<file path="config.mk">
export PLATFORM = sky130hd
export DESIGN_NAME = piso_serializer
export DESIGN_NICKNAME = d
export VERILOG_FILES = /design/src/rtl/piso_serializer.sv
export SDC_FILE = /design/constraint.sdc
export NUM_CORES = 1
export LEC_CHECK = 0
export ABC_AREA = 1
export CAP_MARGIN = 30
export CORE_MARGIN = 4
export CORE_UTILIZATION = 39
export CTS_BUF_LIST = sky130_fd_sc_hd__clkbuf_8
export CTS_CLUSTER_SIZE = 8
export DETAILED_ROUTE_END_ITERATION = 8
export GPL_ROUTABILITY_DRIVEN = 0
export PLACE_DENSITY = 0.72
export SLEW_MARGIN = 20
export SYNTH_ARGS = -nofsm -noshare
export SYNTH_HDL_FRONTEND = slang
export SYNTH_SLANG_ARGS = --single-unit
</file>
<file path="constraint.sdc">
create_clock -name clk -period 1.26 [get_ports clk]
set_input_delay 0.126 -clock clk [delete_from_list [all_inputs] [get_ports clk]]
set_output_delay 0.126 -clock clk [all_outputs]
set_load 0.03 [all_outputs]
</file>
<file path="src/rtl/piso_serializer.sv">
// Parallel-in serial-out serializer: accepts a DATA_WIDTH word over valid/ready
// and emits it LANES bits per beat, LSB-first or MSB-first, under backpressure.
module piso_serializer #(
    parameter int unsigned DATA_WIDTH = 16,
    parameter int unsigned LANES      = 1
) (
    input  logic                  clk,
    input  logic                  resetn,
    input  logic [DATA_WIDTH-1:0] din,
    input  logic                  din_valid,
    output logic                  din_ready,
    input  logic                  msb_first,
    output logic [LANES-1:0]      dout,
    output logic                  dout_valid,
    output logic                  dout_last,
    input  logic                  dout_ready
);

    localparam int unsigned BEATS = DATA_WIDTH / LANES;
    localparam int unsigned CNT_W = (BEATS > 1) ? $clog2(BEATS) : 1;

    generate
        if ((LANES == 0) || (LANES > DATA_WIDTH) || ((DATA_WIDTH % LANES) != 0)) begin : g_bad_lanes
            $error("piso_serializer: LANES must divide DATA_WIDTH");
        end
    endgenerate

    typedef enum logic {
        IDLE,
        SHIFT
    } state_t;

    state_t                state_q, state_d;
    logic [DATA_WIDTH-1:0] sreg_q, sreg_d;
    logic [CNT_W-1:0]      cnt_q, cnt_d;
    logic                  order_q, order_d;

    logic accept;
    logic beat_done;

    assign dout_valid = (state_q == SHIFT);
    assign dout_last  = dout_valid && (cnt_q == '0);
    // dout_ready -> din_ready is combinational so a new word can load on the last beat
    assign din_ready  = ~dout_valid | (dout_last & dout_ready);
    assign accept     = din_valid & din_ready;
    assign beat_done  = dout_valid & dout_ready;

    always_comb begin
        dout = '0;
        if (dout_valid) begin
            if (order_q) begin
                dout = sreg_q[DATA_WIDTH-1 -: LANES];
            end else begin
                dout = sreg_q[LANES-1:0];
            end
        end
    end

    always_comb begin
        state_d = state_q;
        sreg_d  = sreg_q;
        cnt_d   = cnt_q;
        order_d = order_q;
        if (accept) begin
            state_d = SHIFT;
            sreg_d  = din;
            cnt_d   = CNT_W'(BEATS - 1);
            order_d = msb_first;
        end else if (beat_done) begin
            if (cnt_q != '0) begin
                cnt_d = cnt_q - CNT_W'(1);
                if (order_q) begin
                    sreg_d = sreg_q << LANES;
                end else begin
                    sreg_d = sreg_q >> LANES;
                end
            end else begin
                state_d = IDLE;
            end
        end
    end

    always_ff @(posedge clk) begin
        if (!resetn) begin
            state_q <= IDLE;
            sreg_q  <= '0;
            cnt_q   <= '0;
            order_q <= 1'b0;
        end else begin
            state_q <= state_d;
            sreg_q  <= sreg_d;
            cnt_q   <= cnt_d;
            order_q <= order_d;
        end
    end

endmodule

</file>
==> results.toml, run 1 <==
[status]
status = "finished, violations left"
violated_checks = "negative setup slack"

[logic_synthesis]
syn_area_per_cell_um2 = 5.85
synth.cells.most_frequent = "sky130_fd_sc_hd__nor2_1, sky130_fd_sc_hd__nand2_1, sky130_fd_sc_hd__inv_1, sky130_fd_sc_hd__o21ai_0, sky130_fd_sc_hd__dfxtp_1"
synth-warning-count = 0
synth_enable_flop_cells = 0
synth_top_area_share_pct = 32.9
yosys_register_bits = 22
synth_most_common_cell = "sky130_fd_sc_hd__nor2_1"
synthTopCellsByArea = "sky130_fd_sc_hd__dfxtp_1, sky130_fd_sc_hd__nor2_1, sky130_fd_sc_hd__nand2_1, sky130_fd_sc_hd__o21ai_0, sky130_fd_sc_hd__inv_1"
async_flop_share_pct = 0
netlist-cell-type-count = 18
synth.largest_area_cell = "sky130_fd_sc_hd__dfxtp_1"
yosysSeqAreaShare_pct = 32.9
netlist_instances = 229
ys_flop_type = "sky130_fd_sc_hd__dfxtp_1"
syn-num-nets = 251
synthesis.area_um2 = 1340

[clock_tree]
cts_tree = "yes"
cts.sinks = 22
clk_root_buffer_cell = "sky130_fd_sc_hd__clkbuf_8"
cts.clk_slew.worst_paths_ps = 80
clock_tree.buffer_depth = 2
tritoncts.num_buffers = 3
cts-htree-levels = 1
clkLatencyLatePin_ps = 260

[drt]
drt_iter0_drc = 53
post_drt_via_cell_ratio = 4.56
number_of_vias_after_detailed_routing = 1426
wire_per_inst_um = 11.1
remaining_antenna_violation_count_after_routing = 0
routed_wirelength_um = 3490
dr.pass1.iters = 4
detailed_route_drc_error_count = 0

[layout]
n_antenna_cell = 0
areaGrowthSynthToFinish_pct = 42.1
finish.net_count = 291
fillCellCount = 330
final_core_utilization_pct = 57.0
post_route_cells_drive_above_1_share_pct = 17.2

[timing]
timing_worst_slew_pin_value_ps = 307
final_max_slew_viol_count = 0
period_needed_ps = 1420
finalSetupViolCount = 21
relative_max_transition_margin_pct = 79.6
rsz0062_at_grt = "true"
count_of_final_hold_check_violations = 0
final.setup_skew_ps = 1.73
achievable-frequency_ghz = 0.704
timing.final.ws_setup_ps = -160
min_period_over_period_pct = 113

[critical_path]
timing.reg2reg.worst_path_depth = 10
cpMaxStageDelayCell = "sky130_fd_sc_hd__dfxtp_1"
cp.depth = 6
cp_common_cell = "sky130_fd_sc_hd__buf_6"
crit_path_start_kind = "register"
worstSetupStartpoint = "cnt_q[0]$_SDFFE_PN0P_"
worst_r2r_src = "cnt_q[0]$_SDFFE_PN0P_"
crit_path_max_fanout = 3
arrival_ps = 1290
crit_required_ps = 1130
critical_path_class = "register to primary output"
worst_path_largest_cell_delay_ps = 320
cp-end-kind = "primary output"
cp_cell_sequence = "inv_2 -> ha_4 -> nand2_4 -> buf_6 -> o21ai_4 -> buf_6"
critical_path_buf_inv_count = 3
cpLargestDelayFamily = "buffers and inverters"

[global_routing]
globalRouteOverflowTotal = 0
grt_max_degree = 33
grt_usage_pct = 15.6
grt_antenna_before_repair = 0
global_route_wire_length_before_repair_um = 5420
via_count_of_the_first_global_routing_pass = 1277

[pwr]
ir_drop_v = 0.000520
pwr_density_cell_nw_per_um2 = 1060
power.total_uw = 2020
total_leakage_power_uw = 0.000903

[floorplan]
floorplan.rows = 21
top_level_ports = 25
die_height_um = 66.6
design.die.area_um2 = 4430
fp.dieW_um = 66.6
placeableCoreArea_um2 = 3340
floorplan.initialDensity_pct = 40.1

[hold_path]
worst_hold_path_type = "input pin to register"
worst_hold_startpoint = "msb_first"
min_delay_path_depth = 3

[placement]
dp_hpwl_um = 2070
place.port_buffers = 24

[job]
drv.max_cap_violation_count = 0
## state kept, by name (all words and copies together), names as in the netlist
signal / cells
cnt_q: 4
dout_valid: 1
order_q: 1
sreg_q: 16
## worst min-delay path, stage by stage
cell                              delay, ps
sky130_fd_sc_hd__clkdlybuf4s50_1        400
sky130_fd_sc_hd__nand2_1                 70
sky130_fd_sc_hd__a21oi_1                 50
## cells by family (layout without fill, tap and decap cells)
kind of cell	Yosys count	after routing	synth area share, %
AND/OR/NAND/NOR	121	122	35.8
buffers and inverters	43	80	14.1
AO/OA/AOI/OAI	41	41	15.6
flip-flops	22	22	32.9
adder cells (fa/ha/maj)	1	1	0.934
XOR/XNOR	1	1	0.654
## metal layers
metal / up-vias / track usage (%) / share of wire, %
met5: - / 0 / 0
met4: 0 / 6.09 / 2.3
met3: 8 / 1.85 / 3.3
met2: 28 / 26.2 / 47
met1: 615 / 20.2 / 47
li1: 775 / - / -
## path summary, 6_finish.rpt
path | endpoint | slack (ps)
setup reg to reg | sreg_q[0]$_SDFFE_PN0P_ | -80
hold / removal | order_q$_SDFFE_PN0P_ | 430
setup / recovery | din_ready | -160
hold reg to reg | sreg_q[5]$_SDFFE_PN0P_ | 520
## layout by cell type, fill, tap and decap left out, types with 3 or more instances in the layout
cell | netlist | layout
sky130_fd_sc_hd__clkdlybuf4s50_1 | 0 | 20
sky130_fd_sc_hd__buf_4 | 0 | 17
sky130_fd_sc_hd__nand2_1 | 55 | 53
sky130_fd_sc_hd__dfxtp_1 | 22 | 19
sky130_fd_sc_hd__a21oi_2 | 1 | 4
sky130_fd_sc_hd__dfxtp_2 | 0 | 3
sky130_fd_sc_hd__a21oi_1 | 13 | 10
sky130_fd_sc_hd__inv_1 | 32 | 30
sky130_fd_sc_hd__nand3_1 | 3 | 3
sky130_fd_sc_hd__o21ai_0 | 26 | 11
sky130_fd_sc_hd__nor2_1 | 58 | 58
sky130_fd_sc_hd__nand2_4 | 1 | 4
sky130_fd_sc_hd__clkbuf_8 | 0 | 3
sky130_fd_sc_hd__o21ai_1 | 1 | 15
## report_power, final
group | internal [µW] | leakage, µW | total [µW] | switching, µW
combinational | 359 | 0.000698 | 762 | 403
sequential | 774 | 0.000183 | 827 | 53.3
clock | 213 | 0.0000216 | 431 | 218
## through the flow
stage | cells | cell area, µm² | TNS [ps] | hold WS, ps | setup WS [ps]
floorplan | 229 | 1370 | -393 | 264 | -28.1
global route | 313 | 1900 | -2830 | 454 | -225
detailed placement | 304 | 1720 | -4790 | 478 | -289
finish | 313 | 1900 | -824 | 433 | -160
global placement | 304 | 1720 | -4320 | 473 | -256
CTS | 309 | 1820 | -984 | 440 | -157
## cell type report
type | count | area, µm² | area share, %
well taps | 46 | 57.6 | 3.02
repair buffers | 44 | 449 | 23.6
flip-flops and latches | 22 | 444 | 23.3
multi-input cells | 165 | 785 | 41.2
clock buffers | 3 | 41.3 | 2.17
inverters | 33 | 126 | 6.64
## timing repair
action | in CTS | in global routing
hold buffers | 0 | 0
buffers inserted | 1 | 2
pin swaps | 1 | 2
resized for setup | 10 | 20
gates cloned | 1 | 2
setup endpoints to repair | 24 | 24
Power figures use the tool's default switching activity.
==> inputs of run 2 (changes only) <==
--- a/config.mk
+++ b/config.mk
@@ -18,3 +18,4 @@
 export SYNTH_ARGS = -nofsm -noshare
 export SYNTH_HDL_FRONTEND = slang
 export SYNTH_SLANG_ARGS = --single-unit
+export TNS_END_PERCENT = 10
==> results.toml, run 2 (synthesis results as in run 1) <==
[timing]
final_max_slew_viol_count = 0
setup_total_negative_slack_ps = -1710
period_needed_ps = 1410
final.setup_skew_ps = 6.72
achievable-frequency_ghz = 0.708
count_of_final_hold_check_violations = 0
timing.final.ws_setup_ps = -153
rsz0062_at_grt = "true"
min_period_over_period_pct = 112
finalSetupViolCount = 21
timing.hold.ws_ps = 438
relative_max_transition_margin_pct = 83.1
timing_worst_slew_pin_value_ps = 253

[critical_path]
critical_path_class = "register to primary output"
setup.reg_to_reg.worst_slack_ps = -100
cpMaxStageDelayCell = "sky130_fd_sc_hd__dfxtp_2"
cpLargestDelayFamily = "buffers and inverters"
cp_cell_sequence = "inv_2 -> ha_4 -> nand2_4 -> buf_6 -> o21ai_4 -> buf_6"
worst_r2r_src = "cnt_q[1]$_SDFFE_PN0P_"
timing.reg2reg.worst_path_depth = 10
worst_path_largest_cell_delay_ps = 330
crit_path_start_kind = "register"
crit_required_ps = 1130
rr_endpoint = "sreg_q[9]$_SDFFE_PN0P_"
arrival_ps = 1290
cp-end-kind = "primary output"
critical_path_buf_inv_count = 3
cp_common_cell = "sky130_fd_sc_hd__buf_6"
crit_path_max_fanout = 3

[layout]
post_route_cells_drive_above_1_share_pct = 19.9
most_common_cell_after_layout_fill_and_taps_aside = "sky130_fd_sc_hd__nor2_1"
finish.net_count = 294
largest_reg_flops = 16
mostFrequentLayoutCells = "sky130_fd_sc_hd__nor2_1, sky130_fd_sc_hd__nand2_1, sky130_fd_sc_hd__inv_1"
n_antenna_cell = 0
largest_registers = "sreg_q x16, cnt_q x4"
final_core_utilization_pct = 59.4
fillCellCount = 295
final-seq-area_um2 = 445
layoutNonFillerInstCount = 317
multi_input_area_um2 = 805
largest_register = "sreg_q"
areaGrowthSynthToFinish_pct = 48.1

[floorplan]
floorplan.initialDensity_pct = 40.1
design.die.area_um2 = 4430
top_level_ports = 25
fp.dieW_um = 66.6
placeableCoreArea_um2 = 3340
floorplan.rows = 21
die_height_um = 66.6

[status]
status = "finished, violations left"
violated_checks = "negative setup slack"

[placement]
pre_cts_ws_ps = -343
dp_hpwl_um = 2140
place.port_buffers = 24
dpl.cell_count = 306

[hold_path]
min_delay_path_depth = 3
timing.hold.worst_endpoint = "order_q$_SDFFE_PN0P_"
worst_hold_startpoint = "msb_first"
worst_hold_path_type = "input pin to register"

[drt]
route.met3.wl_um = 141
detailed_route_drc_error_count = 0
routed_wirelength_um = 3300
post_drt_via_cell_ratio = 4.54
drt_iter0_drc = 78
detail_route.wirelength.met1_um = 1590
dr.pass1.iters = 4
remaining_antenna_violation_count_after_routing = 0
wl_met2_um = 1520
number_of_vias_after_detailed_routing = 1440
wire_per_inst_um = 10.4
top_layer_used = "met4"

[global_routing]
globalRouteOverflowTotal = 0
global_route_wire_length_before_repair_um = 5080
grt_usage_pct = 14.2
grt_max_degree = 33
grt_antenna_before_repair = 0
via_count_of_the_first_global_routing_pass = 1240

[clock_tree]
post_cts_hold_buffer_count = 0
tritoncts.num_buffers = 3
cts-htree-levels = 1
clk_root_buffer_cell = "sky130_fd_sc_hd__clkbuf_8"
cts.sinks = 22
cts_tree = "yes"
clkLatencyLatePin_ps = 270
clock_tree.buffer_depth = 2
cts.clk_slew.worst_paths_ps = 90

[job]
drv.max_cap_violation_count = 0

[pwr]
total_leakage_power_uw = 0.000931
ir_drop_v = 0.000663
pwr_density_cell_nw_per_um2 = 1150
-- run 2: final cells by class --
class | count | area share (%)
Clock buffer | 3 | 2.08
Clock inverter | 1 | 1.51
Inverter | 33 | 6.25
Multi-Input combinational cell | 164 | 40.6
Sequential cell | 22 | 22.5
Tap cell | 46 | 2.90
Timing Repair Buffer | 48 | 24.2
-- run 2: worst min-delay path, stage by stage --
cell	delay, ps
sky130_fd_sc_hd__clkdlybuf4s50_1	400
sky130_fd_sc_hd__nand2_1	90
sky130_fd_sc_hd__a21oi_2	50
-- run 2: stage by stage --
step                      total power (µW)  area [µm²]
final                                 2290        1980
after global routing                  2430        1980
after CTS                             2200        1860
after detailed placement              1460        1710
after global placement                1450        1710
after floorplan                       1250        1340
-- run 2: repair_timing --
item,CTS,global route
resized for setup,25,21
endpoints found under the setup margin,24,24
buffers inserted,4,1
pin swaps,2,8
cloned,0,2
-- run 2: worst max path at each step --
stage / cells past startpoint / from / to
6_report: 6 / cnt_q[1]$_SDFFE_PN0P_ / din_ready
5_1_grt: 6 / cnt_q[1]$_SDFFE_PN0P_ / din_ready
4_1_cts: 6 / cnt_q[1]$_SDFFE_PN0P_ / din_ready
3_5_place_dp: 10 / dout_ready / sreg_q[15]$_SDFFE_PN0P_
3_3_place_gp: 10 / dout_ready / sreg_q[15]$_SDFFE_PN0P_
2_1_floorplan: 8 / dout_valid$_SDFFE_PN0P_ / sreg_q[14]$_SDFFE_PN0P_
-- run 2: per-layer routing --
layer  track usage, %  up-vias
met5                0        -
met4             4.57        0
li1                 -      780
met3             2.53        5
met2             22.9       20
met1             19.0      635
-- run 2: power by group --
group / internal (µW) / total [µW] / switching [µW]
clock: 425 / 671 / 246
sequential: 773 / 825 / 52.6
combinational: 385 / 793 / 408
==> inputs of run 3 (changes only) <==
--- a/config.mk
+++ b/config.mk
@@ -7,13 +7,15 @@
 export LEC_CHECK = 0
 export ABC_AREA = 1
 export CAP_MARGIN = 30
+export CELL_PAD_IN_SITES_DETAIL_PLACEMENT = 1
+export CELL_PAD_IN_SITES_GLOBAL_PLACEMENT = 1
 export CORE_MARGIN = 4
-export CORE_UTILIZATION = 39
+export CORE_UTILIZATION = 33
 export CTS_BUF_LIST = sky130_fd_sc_hd__clkbuf_8
 export CTS_CLUSTER_SIZE = 8
 export DETAILED_ROUTE_END_ITERATION = 8
 export GPL_ROUTABILITY_DRIVEN = 0
-export PLACE_DENSITY = 0.72
+export PLACE_DENSITY = 0.85
 export SLEW_MARGIN = 20
 export SYNTH_ARGS = -nofsm -noshare
 export SYNTH_HDL_FRONTEND = slang
==> constraint.sdc (replaced) <==
create_clock -name clk -period 1.26 [get_ports clk]
set_input_delay 0.126 -clock clk [delete_from_list [all_inputs] [get_ports clk]]
set_output_delay 0.126 -clock clk [all_outputs]
set_load 0.005 [all_outputs]
==> results.toml, run 3 (synthesis results as in run 1) <==
[drt]
number_of_vias_after_detailed_routing = 1637
routed_wirelength_um = 5740
wire_per_inst_um = 17.7
detailed_route_drc_error_count = 0
post_drt_via_cell_ratio = 5.05
dr.pass1.iters = 4
remaining_antenna_violation_count_after_routing = 0
drt_iter0_drc = 128

[pwr]
share_seq_of_total_power_pct = 35.5
comb_pwr_share_pct = 41.0
ir_drop_v = 0.000447
pwr_density_cell_nw_per_um2 = 1130
switching_power_uw = 885
power.total_uw = 2380
internal_power_uw = 1500
swShare_pct = 37.1
clock_power_share_pct = 23.5
total_leakage_power_uw = 0.000962

[layout]
final-seq-area_um2 = 445
post_route_cells_drive_above_1_share_pct = 33.3
finish.net_count = 299
largest_registers = "sreg_q x16, cnt_q x4"
multi_input_area_um2 = 910
largest_reg_flops = 16
mostFrequentLayoutCells = "sky130_fd_sc_hd__nor2_1, sky130_fd_sc_hd__nand2_1, sky130_fd_sc_hd__inv_1"
most_common_cell_after_layout_fill_and_taps_aside = "sky130_fd_sc_hd__nor2_1"
largest_register = "sreg_q"
n_antenna_cell = 0
fillCellCount = 496
layoutNonFillerInstCount = 324
areaGrowthSynthToFinish_pct = 57.6

[placement]
dpl.cell_count = 310
place.port_buffers = 24
dp_hpwl_um = 2780
pre_cts_ws_ps = -367

[timing]
count_of_final_hold_check_violations = 0
period_needed_ps = 1540
rsz0062_at_grt = "true"
timing.final.ws_setup_ps = -280
relative_max_transition_margin_pct = 79.8
min_period_over_period_pct = 122
final_max_slew_viol_count = 0
setup_total_negative_slack_ps = -4710
finalSetupViolCount = 23
timing_worst_slew_pin_value_ps = 303
timing.hold.ws_ps = 394
achievable-frequency_ghz = 0.649
final.setup_skew_ps = 5.23

[status]
violated_checks = "negative setup slack"
status = "finished, violations left"

[critical_path]
cp-end-kind = "primary output"
arrival_ps = 1410
worst_r2r_src = "cnt_q[1]$_SDFFE_PN0P_"
crit_required_ps = 1130
crit_path_start_kind = "register"
critical_path_class = "register to primary output"
rr_endpoint = "sreg_q[13]$_SDFFE_PN0P_"
timing.reg2reg.worst_path_depth = 10
setup.reg_to_reg.worst_slack_ps = -270
crit_path_max_fanout = 3

[floorplan]
design.die.area_um2 = 5140
placeableCoreArea_um2 = 3800
floorplan.rows = 22
top_level_ports = 25
floorplan.initialDensity_pct = 35.2
fp.dieW_um = 71.7
die_height_um = 71.7

[hold_path]
worst_hold_startpoint = "msb_first"
min_delay_path_depth = 3
timing.hold.worst_endpoint = "order_q$_SDFFE_PN0P_"
worst_hold_path_type = "input pin to register"

[clock_tree]
clock_tree.buffer_depth = 2
cts.clk_slew.worst_paths_ps = 90
cts.sinks = 22
clkLatencyLatePin_ps = 280
cts-htree-levels = 1
post_cts_hold_buffer_count = 0
tritoncts.num_buffers = 3
clk_root_buffer_cell = "sky130_fd_sc_hd__clkbuf_8"
cts_tree = "yes"

[global_routing]
globalRouteOverflowTotal = 0
global_route_wire_length_before_repair_um = 9020
grt_max_degree = 33
grt_antenna_before_repair = 0
via_count_of_the_first_global_routing_pass = 1769
grt_usage_pct = 23.1

[job]
drv.max_cap_violation_count = 0
run 3: cell count changes in the layout (fill, tap and decap cells not counted), moves of 2 or more:
cell | before | now
sky130_fd_sc_hd__buf_2 | 0 | 2
sky130_fd_sc_hd__o21ai_1 | 17 | 3
sky130_fd_sc_hd__buf_16 | 0 | 2
sky130_fd_sc_hd__dfxtp_2 | 1 | 4
sky130_fd_sc_hd__buf_4 | 19 | 23
sky130_fd_sc_hd__nor2_1 | 57 | 47
sky130_fd_sc_hd__nor2_2 | 1 | 10
sky130_fd_sc_hd__buf_6 | 6 | 2
sky130_fd_sc_hd__nand2_2 | 4 | 10
sky130_fd_sc_hd__o21ai_2 | 0 | 14
sky130_fd_sc_hd__dfxtp_1 | 20 | 18
sky130_fd_sc_hd__clkbuf_16 | 2 | 0
sky130_fd_sc_hd__nand2_1 | 50 | 44
run 3: area by class of cell:
class / instances / share of cell area (%)
clock buffers: 4 / 2.61
flip-flops and latches: 22 / 21.1
multi-input cells: 164 / 43.1
repair buffers: 53 / 24.4
inverters: 33 / 5.87
well taps: 48 / 2.85
run 3: routing by layer:
layer | global-route usage (%) | wire length [µm] | vias to the layer above
met5 | 0 | 0 | -
met4 | 13.8 | 194 | 0
met3 | 2.52 | 151 | 14
met2 | 43.5 | 3080 | 33
met1 | 24.3 | 2320 | 798
li1 | - | - | 792
run 3: worst max-delay path: stages (launching register included):
cell and delay (ps):
sky130_fd_sc_hd__dfxtp_2 340, sky130_fd_sc_hd__inv_2 70, sky130_fd_sc_hd__ha_4 160, sky130_fd_sc_hd__nand2_4 60, sky130_fd_sc_hd__o21ai_1 230, sky130_fd_sc_hd__clkdlybuf4s15_2 270
run 3: worst max-delay path by stage:
stage | start | to | slack, ps
3_3_place_gp | dout_ready | sreg_q[7]$_SDFFE_PN0P_ | -260
3_5_place_dp | dout_ready | sreg_q[9]$_SDFFE_PN0P_ | -370
2_1_floorplan | cnt_q[1]$_SDFFE_PN0P_ | sreg_q[6]$_SDFFE_PN0P_ | -6
5_1_grt | cnt_q[1]$_SDFFE_PN0P_ | sreg_q[10]$_SDFFE_PN0P_ | -310
4_1_cts | cnt_q[1]$_SDFFE_PN0P_ | sreg_q[7]$_SDFFE_PN0P_ | -160
6_report | cnt_q[1]$_SDFFE_PN0P_ | din_ready | -280
run 3: repair_timing:
item | 4_1_cts | 5_1_grt
resized for setup | 71 | 22
pin swaps | 16 | 9
endpoints found under the setup margin | 25 | 24
gates cloned | 3 | 0
buffers inserted | 8 | 3
run 3: through the flow:
stage,utilization (%),instance area (µm²)
after detailed placement,45.7,1730
final,55.5,2110
after global routing,55.5,2110
after floorplan,-,1350
after CTS,54.4,2070
after global placement,45.7,1730
run 3: power groups by stage:
stage | clock [µW] | combinational [µW] | sequential (µW)
5_1_grt | 581 | 1060 | 854
2_1_floorplan | 0 | 407 | 827
3_5_place_dp | 0 | 652 | 833
4_1_cts | 552 | 877 | 832
6_report | 560 | 976 | 845
3_3_place_gp | 0 | 621 | 829
